--- src/rtl/rom_loader_pkg.sv ---
// Shared types and default ioctl index codes for the ROM download router.
package rom_loader_pkg;

    typedef enum logic [1:0] {
        IDLE,
        LOADING,
        FLUSH,
        HOLD
    } load_state_e;

    localparam logic [7:0] IDX_ROM = 8'd0;
    localparam logic [7:0] IDX_MOD = 8'd1;
    localparam logic [7:0] IDX_DIP = 8'd254;

    // Counter width able to hold the value n itself (never narrower than 1).
    function automatic int unsigned count_width(input int unsigned n);
        return (n > 1) ? $clog2(n + 1) : 1;
    endfunction

endpackage

--- src/rtl/rom_region_decode.sv ---
// One ROM window: registered hit strobe, window-local address and fill tracking.
module rom_region_decode #(
    parameter int unsigned     AW   = 25,
    parameter int unsigned     RAW  = 16,
    parameter logic [AW-1:0]   BASE = '0,
    parameter logic [AW-1:0]   SIZE = 1
) (
    input  logic           clk,
    input  logic           rst,
    input  logic           wr_valid_i,
    input  logic           clear_i,
    input  logic [AW-1:0]  addr_i,
    output logic           we_o,
    output logic [RAW-1:0] addr_o,
    output logic           loaded_o
);

    // One extra bit so BASE+SIZE cannot wrap at the top of the address space.
    localparam logic [AW:0]  LO       = {1'b0, BASE};
    localparam logic [AW:0]  HI       = {1'b0, BASE} + {1'b0, SIZE};
    localparam logic [RAW:0] SIZE_CNT = (RAW + 1)'(SIZE);

    logic           hit;
    logic [AW:0]    addr_x;
    logic           we_q, we_d;
    logic [RAW-1:0] addr_q, addr_d;
    logic [RAW:0]   cnt_q, cnt_d;
    logic           loaded_q, loaded_d;

    always_comb begin
        addr_x   = {1'b0, addr_i};
        hit      = wr_valid_i && (addr_x >= LO) && (addr_x < HI);
        we_d     = hit;
        addr_d   = hit ? RAW'(addr_i - BASE) : addr_q;
        cnt_d    = cnt_q;
        loaded_d = loaded_q;
        if (clear_i) begin
            cnt_d    = '0;
            loaded_d = 1'b0;
        end else if (we_q) begin
            cnt_d = cnt_q + (RAW + 1)'(1);
            if (cnt_d == SIZE_CNT) begin
                loaded_d = 1'b1;
            end
        end
    end

    always_ff @(posedge clk or posedge rst) begin
        if (rst) begin
            we_q     <= 1'b0;
            addr_q   <= '0;
            cnt_q    <= '0;
            loaded_q <= 1'b0;
        end else begin
            we_q     <= we_d;
            addr_q   <= addr_d;
            cnt_q    <= cnt_d;
            loaded_q <= loaded_d;
        end
    end

    assign we_o     = we_q;
    assign addr_o   = addr_q;
    assign loaded_o = loaded_q;

endmodule

--- src/rtl/rom_loader_router.sv ---
// ioctl download demultiplexer: ROM windows, DIP/mod capture and core reset sequencing.
module rom_loader_router
    import rom_loader_pkg::*;
#(
    parameter int unsigned               NUM_REGIONS = 4,
    parameter int unsigned               AW          = 25,
    parameter int unsigned               RAW         = 16,
    parameter logic [NUM_REGIONS*AW-1:0] REGION_BASE = {25'h1_0000, 25'h0_FF00, 25'h0_E000, 25'h0_0000},
    parameter logic [NUM_REGIONS*AW-1:0] REGION_SIZE = {25'h0_0100, 25'h0_0100, 25'h0_1000, 25'h0_8000},
    parameter logic [7:0]                ROM_INDEX   = IDX_ROM,
    parameter logic [7:0]                MOD_INDEX   = IDX_MOD,
    parameter logic [7:0]                DIP_INDEX   = IDX_DIP,
    parameter int unsigned               DIP_BYTES   = 8,
    parameter int unsigned               MOD_COUNT   = 8,
    parameter int unsigned               HOLD_CYCLES = 16
) (
    input  logic                       clk_sys,
    input  logic                       reset,
    input  logic                       ioctl_download,
    input  logic [7:0]                 ioctl_index,
    input  logic                       ioctl_wr,
    input  logic [AW-1:0]              ioctl_addr,
    input  logic [7:0]                 ioctl_dout,
    output logic [NUM_REGIONS-1:0]     rom_we,
    output logic [NUM_REGIONS*RAW-1:0] rom_addr,
    output logic [7:0]                 rom_data,
    output logic [NUM_REGIONS-1:0]     region_loaded,
    output logic [DIP_BYTES*8-1:0]     dip,
    output logic [7:0]                 mod_byte,
    output logic [MOD_COUNT-1:0]       mod_onehot,
    output logic                       core_reset,
    output logic                       load_done
);

    localparam int unsigned      HW        = count_width(HOLD_CYCLES);
    localparam logic [HW-1:0]    HOLD_INIT = HW'(HOLD_CYCLES);

    load_state_e          state_q, state_d;
    logic [HW-1:0]        hold_q, hold_d;
    logic                 load_done_q, load_done_d;
    logic [7:0]           rom_data_q, rom_data_d;
    logic [DIP_BYTES*8-1:0] dip_q, dip_d;
    logic [7:0]           mod_byte_q, mod_byte_d;
    logic [MOD_COUNT-1:0] mod_onehot_q, mod_onehot_d;
    logic                 rom_start;
    logic                 rom_wr;
    logic                 fill_clear;

    assign rom_start = ioctl_download && (ioctl_index == ROM_INDEX);
    assign rom_wr    = rom_start && ioctl_wr;

    always_comb begin
        state_d     = state_q;
        hold_d      = hold_q;
        load_done_d = 1'b0;
        unique case (state_q)
            IDLE: begin
                if (rom_start) state_d = LOADING;
            end
            LOADING: begin
                if (!ioctl_download) state_d = FLUSH;
            end
            FLUSH: begin
                state_d = HOLD;
                hold_d  = HOLD_INIT;
            end
            HOLD: begin
                // A restarted ROM download abandons the hold without signalling completion.
                if (rom_start) begin
                    state_d = LOADING;
                end else if (hold_q == HW'(1)) begin
                    state_d     = IDLE;
                    load_done_d = 1'b1;
                end else begin
                    hold_d = hold_q - HW'(1);
                end
            end
            default: state_d = IDLE;
        endcase
        fill_clear = (state_d == LOADING) && (state_q != LOADING);
    end

    always_comb begin
        rom_data_d   = rom_wr ? ioctl_dout : rom_data_q;
        dip_d        = dip_q;
        mod_byte_d   = mod_byte_q;
        mod_onehot_d = '0;
        if (ioctl_wr && (ioctl_index == DIP_INDEX)) begin
            for (int unsigned k = 0; k < DIP_BYTES; k++) begin
                if (ioctl_addr == AW'(k)) dip_d[8*k +: 8] = ioctl_dout;
            end
        end
        if (ioctl_wr && (ioctl_index == MOD_INDEX)) begin
            mod_byte_d = ioctl_dout;
        end
        for (int unsigned m = 0; m < MOD_COUNT; m++) begin
            mod_onehot_d[m] = ({24'd0, mod_byte_q} == m);
        end
    end

    always_ff @(posedge clk_sys or posedge reset) begin
        if (reset) begin
            state_q      <= HOLD;
            hold_q       <= HOLD_INIT;
            load_done_q  <= 1'b0;
            rom_data_q   <= '0;
            dip_q        <= '0;
            mod_byte_q   <= '0;
            mod_onehot_q <= MOD_COUNT'(1);
        end else begin
            state_q      <= state_d;
            hold_q       <= hold_d;
            load_done_q  <= load_done_d;
            rom_data_q   <= rom_data_d;
            dip_q        <= dip_d;
            mod_byte_q   <= mod_byte_d;
            mod_onehot_q <= mod_onehot_d;
        end
    end

    for (genvar r = 0; r < NUM_REGIONS; r++) begin : g_region
        rom_region_decode #(
            .AW   (AW),
            .RAW  (RAW),
            .BASE (REGION_BASE[r*AW +: AW]),
            .SIZE (REGION_SIZE[r*AW +: AW])
        ) u_decode (
            .clk        (clk_sys),
            .rst        (reset),
            .wr_valid_i (rom_wr),
            .clear_i    (fill_clear),
            .addr_i     (ioctl_addr),
            .we_o       (rom_we[r]),
            .addr_o     (rom_addr[r*RAW +: RAW]),
            .loaded_o   (region_loaded[r])
        );
    end

    assign rom_data   = rom_data_q;
    assign dip        = dip_q;
    assign mod_byte   = mod_byte_q;
    assign mod_onehot = mod_onehot_q;
    assign core_reset = (state_q != IDLE);
    assign load_done  = load_done_q;

endmodule

--- config.mk ---
export PLATFORM = sky130hd
export DESIGN_NAME = rom_loader_router
export DESIGN_NICKNAME = d
export VERILOG_FILES = /design/src/rtl/rom_loader_pkg.sv /design/src/rtl/rom_region_decode.sv /design/src/rtl/rom_loader_router.sv
export SDC_FILE = /design/constraint.sdc
export NUM_CORES = 1
export LEC_CHECK = 0
export BUFFER_PORTS_ARGS = -buffer_cell sky130_fd_sc_hd__buf_2
export CAP_MARGIN = 30
export CORE_MARGIN = 3
export CORE_UTILIZATION = 35
export CTS_BUF_LIST = sky130_fd_sc_hd__clkbuf_8
export DETAILED_ROUTE_END_ITERATION = 8
export SKIP_LAST_GASP = 1
export SLEW_MARGIN = 10
export SYNTH_ARGS = -nofsm -noshare
export SYNTH_HDL_FRONTEND = slang
export SYNTH_HIERARCHICAL = 1
export SYNTH_SLANG_ARGS = --single-unit
--- constraint.sdc ---
create_clock -name clk_sys -period 2.6 [get_ports clk_sys]
set_input_delay 0.13 -clock clk_sys [delete_from_list [all_inputs] [get_ports clk_sys]]
set_output_delay 0.13 -clock clk_sys [all_outputs]
set_load 0.02 [all_outputs]
== Yosys cells after proc, flatten, opt, wreduce, memory -nomap -nowiden ==
Cells that the tools add are included.
Word-level totals
  bits in registers: 236
  output and inout bits: 162
  logic and storage cells: 143
Operators by class
  add/subtract/negate cells: 8
  magnitude comparators: 7
  equality and inequality tests: 28
  multiplexer cells: 31
  reductions and logical operators: 39
Operators with widths (number)
  two-way mux 17 bit: 8
  equality test 25 x 3 -> 1 bit, second input constant: 4
  adder 17 x 1 -> 17 bit, second input constant: 4
  equality test 25 x 2 -> 1 bit, second input constant: 2
  >= comparator 25 x 16 -> 1 bit, second input constant: 2
  less-than comparator 25 x 16 -> 1 bit, second input constant: 2
  less-than comparator 25 x 17 -> 1 bit, second input constant: 2
  equality test 17 x 9 -> 1 bit, second input constant: 2
  equality test 8 x 3 -> 1 bit, second input constant: 4
  subtractor 16 bit, second input constant: 2
  equality test 25 x 1 -> 1 bit, second input constant: 1
  >= comparator 25 x 17 -> 1 bit, second input constant: 1
  logical NOT 25 bit: 1
  AND reduction 2 bit: 12
  nonzero test 2 bit: 10
  equality test 17 x 13 -> 1 bit, second input constant: 1
  equality test 17 x 16 -> 1 bit, second input constant: 1
  equality test 8 x 1 -> 1 bit, second input constant: 2
  equality test 8 x 2 -> 1 bit, second input constant: 2
  logical NOT 8 bit: 2
  subtractor 16 x 1 -> 16 bit, second input constant: 1
  two-way mux 1 bit: 15
  logical AND 1 bit: 12
  two-way mux 5 bit: 2
  other kinds (12): 18

== Longest topological paths before layout ==
  depth in word-level cells: 8
  depth in mapped cells: 10
  mapped depth without buffers: 9

== By module ==
Netlist, hierarchy kept.
Modules (own cells, without submodules)
  rom_loader_router: times used 1, cells an instance 276, area each 3942.5 um^2
  rom_region_decode (g_region[0].u_decode): times used 1, cells an instance 200, area each 1855.5 um^2
  rom_region_decode (g_region[1].u_decode): times used 1, cells an instance 172, area each 1845.5 um^2
  rom_region_decode (g_region[2].u_decode): times used 1, cells an instance 178, area each 1821.7 um^2
  rom_region_decode (g_region[3].u_decode): times used 1, cells an instance 164, area each 1764.2 um^2

== Worst setup path before layout ==
OpenSTA, ideal clock, no wires.
  kind: input-to-reg
  from: input port ioctl_index[7]
  to: register g_region[1].u_decode.addr_q[0]
  arrival: 2.416 ns
  required time: 2.475 ns
  slack: 0.059 ns
  cell stages on the path: 9
  path through: nor4_1 and2_1 nand3_1 inv_1 nor4b_1 nand3_1 nor2_2 buf_4 mux2_2
Between the ends
  cells in the longest elaborated chain, start to end: 5
Ends and longest elaborated chain
  from (decl): RTL line rom_loader_router.sv:20  | input logic [7:0] ioctl_index,
  logical NOT 8 bit: RTL line rom_loader_router.sv:49  | assign rom_start = ioctl_download && (ioctl_index == ROM_INDEX);
  logical AND 1 bit: RTL line rom_loader_router.sv:49
  logical AND 1 bit: RTL line rom_loader_router.sv:50  | assign rom_wr = rom_start && ioctl_wr;
  net rom_wr: RTL line rom_loader_router.sv:46  | logic rom_wr;
  logical AND 1 bit (2 in series): RTL line rom_region_decode.sv:32  | hit = wr_valid_i && (addr_x >= LO) && (addr_x < HI);
  net g_region[1].u_decode.hit: RTL line rom_region_decode.sv:23  | logic hit;
  to (signal assigned): RTL line rom_region_decode.sv:56  | addr_q <= addr_d;
  to (decl): RTL line rom_region_decode.sv:26  | logic [RAW-1:0] addr_q, addr_d;
The timed path passes the listed nets, and every way through them passes these cells.
A chain may end at the register's enable or synchronous reset.

== Worst setup path in the final report ==
  from: input port ioctl_addr[5]
  to: register dip_q[11], in the netlist dip[11]
Between the ends
  cells in the longest elaborated chain, start to end: 2
Ends and longest elaborated chain
  from (decl): RTL line rom_loader_router.sv:22  | input logic [AW-1:0] ioctl_addr,
  equality test 25 x 1 -> 1 bit: RTL line rom_loader_router.sv:90  | if (ioctl_addr == AW'(k)) dip_d[8*k +: 8] = ioctl_dout;
  AND reduction 2 bit (no line)
  to (signal assigned): RTL line rom_loader_router.sv:115  | dip_q <= dip_d;
  to (decl): RTL line rom_loader_router.sv:42  | logic [DIP_BYTES*8-1:0] dip_q, dip_d;
No other way between the ends.

==> reports/metrics.yaml <==
status: "finished clean"
finClkSkew_ns: 0.02047
worstPathArrival_ns: 2.91
num_vias: 8658
hold_viol_final: 0
cts_tree: "yes"
yosys-top-cells-area: "dfrtp_1, mux2_2, xor2_1"
r2r-start: "state_q[1]$_DFF_PP1_"
fmax_mhz: 402.2
async_reset_ff_share_pct: 100.0
final_util_pct: 44.50
synth_seq_cells: 236
initial_core_util_pct: 36.14
crit_end: "dip[11]$_DFFE_PP0P_"
max_stage_delay_ns: 0.65
critPathBufInv: 2
postSynthCellCount: 990
overflow: 0
via_per_inst: 5.172
grtUsageMet3_pct: 6.402
setup.worst_path.start: "ioctl_addr[5]"
ios: 207
drive_above_1_share_pct: 35.48
path_max_fanout: 8
ir_drop_mv: 0.3783
area.growth.synth_to_final_pct: 23.11
detail_route.first_pass.iterations: 5
core.rowCount: 64
synth_top_cell_by_area: "dfrtp_1"
wirelength_mm: 31.23
postSynthAreaPerCell_sq_um: 11.34
grt_max_degree: 46
yosysUniqueCellTypes: 79
critPathLaunchType: "input pin"
die_h_microns: 185.1
clk_latency_ns: 0.54
drc: 0
busiest_layer: "met2"
ant_nets: 0
max_cap_viol_count: 0
synth_top_area_share_pct: 51.70
final_cell_mix: "dfrtp_1, buf_2, mux2_2"
crit_cells: 6
cts_buffers: 43
finalCritPeriodShare_pct: 95.64
r2r_cells: 7
place.gp.congestion: 0.8104
leakagePower_nw: 6.856
synthesis.nets: 1047
holdWs_ns: 0.01331
post-dp-hpwl_mm: 22.52
grt_use_met2_pct: 28.87
dieWidth_microns: 185.1
cts_setup_buffers: 0
grt_util_met1_pct: 24.19
required_ns: 3.02
ys.flop_type: "dfrtp_1"
clk_pin_slew_worst_paths_ns: 0.06
cp-end-kind: "flop"
drt_first_iter_violations: 500
layout_commonest_cell: "dfrtp_1"
setup_viol: 0
crit_path_cell_trace: "dlygate4sd3_1, buf_2, or4_1, nor4_2, nand4b_2, mux2_2"
antenna_found_initial: 7
critPathKind: "input pin to flop"
fp.dieArea_sq_mm: 0.03427
nNetsFinal: 1298
ys_seq_area_share_pct: 52.64
layout_min_cycle_time_ns: 2.487
reg2reg_setup_slack_ns: 0.22
wl_per_cell_microns: 18.65
cts.sinks: 236
crit_family: "simple AND/OR/NAND/NOR gates"
grt_pass1_wl_mm: 49.71
grt_pass1_vias: 8815
worstMarginPinSlew_ns: 0.7782
syn_area_sq_mm: 0.01123
cts.path.max_buffers: 3
cts_root_buffer: "clkbuf_8"
drv_slew: 0
slew_headroom_pct: 48.01
grt_usage_pct: 18.29
p_per_area_mw_per_mm2: 670.8
synth_edf_count: 0
design.core.area_sq_mm: 0.03107
io_buffers: 206
yosysWarningCount: 6
hp-class: "input pin to flop"
r2r_end: "g_region[1].u_decode/loaded_o$_DFFE_PP0P_"
crit_slowest_cell: "or4_1"
fill_cells: 2945
h-tree-depth: 2
cells in the mapped netlist, drive strengths merged (18+ instances only):
| master | number |
|---|---|
| a21oi | 19 |
| buf | 31 |
| clkbuf | 20 |
| dfrtp | 232 |
| inv | 18 |
| mux2 | 112 |
| nand2 | 90 |
| nand3 | 31 |
| nand4 | 45 |
| nor2 | 93 |
| nor3 | 22 |
| nor4 | 25 |
| o21ai | 22 |
| or3 | 20 |
| xnor2 | 26 |
| xor2 | 42 |
flip-flops by register name, indices dropped and copies added (netlist names):
signal                      flops
mod_byte                        8
state_q                         2
g_region.u_decode/we_o          4
rom_data                        8
hold_q                          5
g_region.u_decode/cnt_q        68
mod_onehot                      8
load_done                       1
g_region.u_decode/loaded_o      4
dip                            64
g_region.u_decode/addr_o       64
final cells by class:
| class | count | area (sq um) | area share (%) |
|---|---|---|---|
| antenna | 4 | 10.01 | 0.07240 |
| inverter | 18 | 71.32 | 0.5159 |
| clock inverter | 24 | 132.6 | 0.9594 |
| sequential | 236 | 5911 | 42.76 |
| multi-input combinational | 684 | 4932 | 35.68 |
| tap | 396 | 495.5 | 3.584 |
| timing repair buffer | 258 | 1529 | 11.06 |
| clock buffer | 54 | 743.2 | 5.376 |
power by group:
| part | total [mW] | internal [mW] | switching [mW] |
|---|---|---|---|
| sequential | 4.16 | 3.87 | 0.281 |
| combinational | 1.59 | 0.693 | 0.897 |
| clock | 3.53 | 1.97 | 1.56 |
| total | 9.27 | 6.54 | 2.74 |
metrics by stage:
step	cells	cell area, sq um	power (mW)	setup TNS (ns)	worst slack, ns
after floorplan	990	11230	5.422	0	0.05945
after global placement	1566	12670	5.742	0	0.1021
after detailed placement	1567	12680	5.774	0	0.08209
after CTS	1670	13810	9.412	0	0.08801
after global routing	1673	13820	9.830	-0.02840	-0.01075
final	1674	13820	9.274	0	0.1134
cell families (layout without fill, tap and decap cells):
kind of cell | Yosys count | in the layout | share of synthesized area, %
and+or+nand+nor | 399 | 399 | 19.73
DFF | 236 | 236 | 52.64
muxes | 120 | 120 | 11.94
AOI/OAI and AO/OA | 85 | 85 | 5.393
buffers and inverters | 70 | 354 | 3.588
xor gates and xnor gates | 68 | 68 | 5.370
adders and majority gates | 12 | 12 | 1.337
other | 0 | 4 | 0
worst reg2reg max path, cell delays in order (launching register included):
cell,delay (ns)
dfstp_2,0.62
inv_1,0.07
nand2_1,0.18
a21oi_4,0.19
nor4_1,0.37
o21ai_0,0.19
a221o_1,0.31
o41ai_2,0.34
worst min path at each step:
stage          depth (start not counted)                                          to  slack (ns)      startpoint
2_1_floorplan                          1                        state_q[1]$_DFF_PP1_        0.20  ioctl_download
3_3_place_gp                           3  g_region[0].u_decode/addr_o[8]$_DFFE_PP0P_        0.33           reset
6_report                               2                         dip[56]$_DFFE_PP0P_        0.01   ioctl_dout[0]
5_1_grt                                2                     mod_byte[6]$_DFFE_PP0P_        0.02   ioctl_dout[6]
4_1_cts                                4                        state_q[0]$_DFF_PP1_       0.004  ioctl_index[0]
3_5_place_dp                           2  g_region[2].u_decode/addr_o[7]$_DFFE_PP0P_        0.24           reset
layer usage:
metal	wire, microns	vias up
met1	13610	4281
met5	47	-
met4	559	6
met2	14180	269
li1	-	4054
met3	2834	48
timing repair:
item / in CTS / in global routing
endpoints found under the hold margin: 174 / 0
hold buffers: 25 / 0
resized for setup: 0 / 1
setup endpoints to repair: 0 / 8
No activity file was read; power rests on OpenSTA's default activity.
